### config.mk
export PLATFORM = sky130hd
export DESIGN_NAME = ctrl_conv_read
export DESIGN_NICKNAME = d
export VERILOG_FILES = /design/src/rtl/ctrl_conv_read.sv
export SDC_FILE = /design/constraint.sdc
export NUM_CORES = 1
export LEC_CHECK = 0
export CAP_MARGIN = 5
export CELL_PAD_IN_SITES_DETAIL_PLACEMENT = 0
export CELL_PAD_IN_SITES_GLOBAL_PLACEMENT = 1
export CORE_UTILIZATION = 45
export DETAILED_ROUTE_END_ITERATION = 6
export PLACE_DENSITY = 0.84
export SYNTH_ARGS = -nofsm -noshare
export SYNTH_HDL_FRONTEND = slang
export SYNTH_SLANG_ARGS = --single-unit
### constraint.sdc
create_clock -name clk -period 9.12 [get_ports clk]
set_input_delay 1.824 -clock clk [delete_from_list [all_inputs] [get_ports clk]]
set_output_delay 1.824 -clock clk [all_outputs]
set_load 0.01 [all_outputs]
### src/rtl/ctrl_conv_read.sv
// Read-side sequencer for the 1-D convolution: walks every valid window of x
// against the filter, accumulates the dot product and hands it out over valid/ready.
module ctrl_conv_read #(
  parameter int X_SIZE       = 8,
  parameter int F_SIZE       = 4,
  parameter int X_ADDR_WIDTH = 3,
  parameter int F_ADDR_WIDTH = 2,
  parameter int DATA_WIDTH   = 8,
  parameter int OUT_WIDTH    = 18
) (
  input  logic                        clk,
  input  logic                        reset,
  input  logic                        x_loaded,
  input  logic                        f_loaded,
  input  logic signed [DATA_WIDTH-1:0] x_data,
  input  logic signed [DATA_WIDTH-1:0] f_data,
  output logic [X_ADDR_WIDTH-1:0]     x_addr,
  output logic [F_ADDR_WIDTH-1:0]     f_addr,
  output logic                        rd_en,
  output logic                        m_valid,
  input  logic                        m_ready,
  output logic signed [OUT_WIDTH-1:0] m_data,
  output logic                        mem_release
);

  localparam int PW = 2 * DATA_WIDTH;
  localparam logic [X_ADDR_WIDTH-1:0] J_LAST = X_ADDR_WIDTH'(X_SIZE - F_SIZE);
  localparam logic [F_ADDR_WIDTH-1:0] K_LAST = F_ADDR_WIDTH'(F_SIZE - 1);

  typedef enum logic [2:0] {IDLE, READ, DRAIN, OUT, DONE} state_t;

  state_t                      state_q, state_d;
  logic [X_ADDR_WIDTH-1:0]     j_q, j_d;
  logic [F_ADDR_WIDTH-1:0]     k_q, k_d;
  logic signed [OUT_WIDTH-1:0] acc_q, acc_d;
  logic signed [OUT_WIDTH-1:0] m_data_q, m_data_d;
  // Read data lags its address by one cycle; these track which tap is landing.
  logic                        tap_vld_q, tap_vld_d;
  logic                        tap_first_q, tap_first_d;

  logic signed [PW-1:0]        prod;
  logic signed [OUT_WIDTH-1:0] prod_ext;
  logic signed [OUT_WIDTH-1:0] sum;

  always_comb begin
    prod     = PW'(x_data) * PW'(f_data);
    prod_ext = {{(OUT_WIDTH-PW){prod[PW-1]}}, prod};
    // Tap 0 restarts the sum so nothing leaks between windows.
    sum      = tap_first_q ? prod_ext : acc_q + prod_ext;
  end

  always_comb begin
    state_d     = state_q;
    j_d         = j_q;
    k_d         = k_q;
    acc_d       = acc_q;
    m_data_d    = m_data_q;
    tap_vld_d   = 1'b0;
    tap_first_d = 1'b0;
    rd_en       = 1'b0;
    m_valid     = 1'b0;
    mem_release = 1'b0;
    x_addr      = j_q + X_ADDR_WIDTH'(k_q);
    f_addr      = k_q;

    if (tap_vld_q) acc_d = sum;

    case (state_q)
      IDLE: begin
        if (x_loaded && f_loaded) state_d = READ;
      end
      READ: begin
        rd_en       = 1'b1;
        tap_vld_d   = 1'b1;
        tap_first_d = (k_q == '0);
        if (k_q == K_LAST) begin
          k_d     = '0;
          state_d = DRAIN;
        end else begin
          k_d = k_q + 1'b1;
        end
      end
      DRAIN: begin
        m_data_d = sum;
        state_d  = OUT;
      end
      OUT: begin
        m_valid = 1'b1;
        if (m_ready) begin
          if (j_q == J_LAST) begin
            state_d = DONE;
          end else begin
            j_d     = j_q + 1'b1;
            state_d = READ;
          end
        end
      end
      DONE: begin
        mem_release = 1'b1;
        j_d         = '0;
        state_d     = IDLE;
      end
      default: state_d = IDLE;
    endcase
  end

  always_ff @(posedge clk) begin
    if (reset) begin
      state_q     <= IDLE;
      j_q         <= '0;
      k_q         <= '0;
      acc_q       <= '0;
      m_data_q    <= '0;
      tap_vld_q   <= 1'b0;
      tap_first_q <= 1'b0;
    end else begin
      state_q     <= state_d;
      j_q         <= j_d;
      k_q         <= k_d;
      acc_q       <= acc_d;
      m_data_q    <= m_data_d;
      tap_vld_q   <= tap_vld_d;
      tap_first_q <= tap_first_d;
    end
  end

  assign m_data = m_data_q;

endmodule

==> flow_metrics.py <==
metrics = {
    "run_status": {
        "outcome": "finished with violations",
        "violations": "DRC",
    },
    "critical_path": {
        "cp-start-kind": "primary input",
        "cp_num_buf_inv": 6,
        "cp-end-kind": "flip-flop",
        "crit_chain": "clkdlybuf4s50_1, nand2_1, inv_1, fa_1, inv_1, fa_1, inv_1, fa_1, inv_1, fa_1, inv_1, ha_1, o41ai_1, o21a_1, xnor2_1, ha_1, a21o_1, a21oi_1, nor4b_1, o21a_1, a311oi_2, or4b_1, o311ai_1",
        "crit_required_ns": 9.32,
        "slowest_stage": "fa_1",
        "critPathKind": "in2reg",
        "crit_arrival_ns": 8.13,
        "critical_path_peak_fanout": 8,
        "worst_path_most_repeated_cell": "inv_1",
        "path_delay_family": "adder cells",
        "slowest_delay_ns": 0.64,
    },
    "drt": {
        "antenna_left": 0,
        "firstDrtPassIters": 6,
        "vias": 4237,
        "vias_per_cell": 5.21,
        "drt_iter0_markers": 193,
        "drc": 1,
        "routed_wl_um": 11300,
        "wl_per_cell_um": 13.9,
    },
    "clock_tree": {
        "clock_sinks": 46,
        "ctsHoldBuffers": 0,
        "cts_setup_buffers": 0,
        "cts_root_buf": "clkbuf_16",
        "clk-insertion-delay-late_ns": 0.29,
        "ctsResizeCount": 0,
        "clock_tree.htree_level_count": 2,
        "cts_tree": "yes",
        "clk_pin_slew_ns": 0.07,
        "cts_inserted_buffers": 5,
        "cts_buffer_depth": 2,
    },
    "layout": {
        "antenna_cells": 0,
        "drive_gt1_frac": 0.0463,
        "fill_cells": 1095,
        "layout_common_cells": "103 x inv_1, 64 x nor2_1, 57 x fa_1, 51 x ha_1",
        "final_nets": 798,
        "mostFrequentLayoutCell": "inv_1",
        "area_growth_pct": 14.6,
    },
    "yosys": {
        "synth_cells": 632,
        "syn_area_mm2": 0.00539,
        "synth-edff-count": 0,
        "syn_area_per_cell_um2": 8.53,
        "syn_nets": 761,
        "yosys_warnings": 0,
        "yosysSeqAreaShare": 0.171,
        "synth_flop_cell": "dfxtp_1",
        "ys_ff_latch": 46,
        "synthArstFlopShare": 0,
        "synth_cell_types": 63,
    },
    "power": {
        "vdd_ir_drop_max_mv": 0.190,
        "power_density_mw_per_mm2": 329,
        "p_leak_nw": 2.76,
    },
    "place": {
        "dp_hpwl_um": 9150,
        "io_buffers": 46,
        "place_congestion": 0.833,
    },
    "timing": {
        "setup-tns-final_ns": 0,
        "slew-limit-headroom": 0.471,
        "whs_ns": 0.461,
        "finalCritPeriodShare": 0.870,
        "fin_skew_ns": 0.00511,
        "fin_crit_ns": 7.93,
        "worst-slew-pin-transition_ns": 0.792,
        "hold_viol": 0,
        "slew_violations": 0,
        "rsz0062_at_grt": "false",
        "fmax_ghz": 0.126,
        "setup_violations": 0,
    },
    "run": {
        "cap_violations": 0,
    },
    "floorplanning": {
        "fp.dieH_um": 111,
        "coreArea_mm2": 0.0116,
        "dieArea_mm2": 0.0124,
        "rows": 39,
        "ioPinCount": 47,
        "die_w_um": 111,
        "start_util": 0.466,
    },
    "global_routing": {
        "grt_pass1_wl_um": 18900,
        "grt_pass1_vias": 4047,
        "grt-ovfl-total": 0,
        "grtUsageTotal": 0.186,
        "grt_antenna_before_repair": 0,
        "grt_start_max_net_pins": 47,
    },
    "worst_hold_path": {
        "hp-class": "reg2reg",
    },
}
## synth_stat cells, types with 3 or more instances
library cell | instances | share of area
a211oi_1 | 30 | 0.042
a211oi_2 | 4 | 0.0093
a21o_1 | 8 | 0.011
a21oi_1 | 22 | 0.020
and2_1 | 45 | 0.052
clkbuf_1 | 16 | 0.011
dfxtp_1 | 46 | 0.17
fa_1 | 57 | 0.21
ha_1 | 51 | 0.12
inv_1 | 103 | 0.072
mux2i_1 | 11 | 0.020
nand2_1 | 32 | 0.022
nand2b_1 | 4 | 0.0046
nand3_1 | 10 | 0.0093
nand3b_1 | 3 | 0.0042
nor2_1 | 64 | 0.045
nor2b_1 | 4 | 0.0046
nor3_1 | 13 | 0.012
nor4b_1 | 3 | 0.0049
o211ai_1 | 3 | 0.0042
o21ai_0 | 11 | 0.010
o21ai_1 | 8 | 0.0074
o21bai_1 | 6 | 0.0084
xnor2_1 | 22 | 0.036
xor2_1 | 7 | 0.011
## worst paths after layout
kind,start,to,slack [ns],cells past startpoint
hold reg to reg,m_data[2],m_data[2],0.46,2
hold / removal,m_data[2],m_data[2],0.46,2
setup / recovery,f_data[2],acc_q[17],1.19,23
setup reg to reg,acc_q[0],acc_q[12],6.52,9
## worst reg2reg max path, delay by kind of cell (launching register included)
family,cells,cell delay [ns]
adder cells (fa/ha/maj),2,0.66
flip-flops,1,0.31
AND/OR/NAND/NOR,1,0.05
AO/OA/AOI/OAI,6,1.45
## final cells by class
type / count / area, um^2 / area share
repair buffers: 49 / 483 / 0.0782
clock inverters: 2 / 60.1 / 0.00972
inverters: 104 / 390 / 0.0632
multi-input cells: 463 / 4010 / 0.649
clock buffers: 6 / 139 / 0.0225
flip-flops and latches: 46 / 921 / 0.149
well taps: 143 / 179 / 0.0290
## routing by layer
layer / part of all wire / vias to the layer above / global-route usage
met5: 0 / - / 0
met3: 0.025 / 9 / 0.0185
li1: - / 2171 / -
met4: 0.015 / 0 / 0.0550
met2: 0.48 / 64 / 0.304
met1: 0.48 / 1993 / 0.260
## kinds of logic (layout without fill, tap and decap cells)
family | after synthesis | in the layout | share of synthesized area
flip-flops | 46 | 46 | 0.171
AO/OA/AOI/OAI | 118 | 118 | 0.159
adder cells (fa/ha/maj) | 108 | 108 | 0.330
AND/OR/NAND/NOR | 196 | 196 | 0.184
buffers and inverters | 123 | 161 | 0.0859
XOR/XNOR | 30 | 30 | 0.0501
multiplexers | 11 | 11 | 0.0204
## state kept, by name (all words and copies together) (netlist names)
| name | cells |
|---|---|
| j_q | 3 |
| m_data | 18 |
| acc_q | 18 |
| tap_first_q | 1 |
| tap_vld_q | 1 |
| state_q | 3 |
| f_addr | 2 |
## power by group
group          leakage [nW]  switching (mW)  internal (mW)  total, mW
Clock                0.0971          0.0809          0.165      0.246
Sequential            0.373         0.00898          0.211      0.220
Combinational          2.29           0.932          0.636       1.57
Total                  2.76            1.02           1.01       2.03
## through the flow
step	setup slack, ns	power (mW)	area (um^2)	util	cells
2_1_floorplan	1.91	1.48	5390	-	632
3_3_place_gp	1.04	1.75	5980	0.517	805
3_5_place_dp	0.885	1.78	5980	0.517	805
4_1_cts	1.16	2.04	6180	0.534	813
5_1_grt	0.765	2.24	6180	0.534	813
6_report	1.19	2.03	6180	0.534	813
No activity file was read; power rests on OpenSTA's default activity.
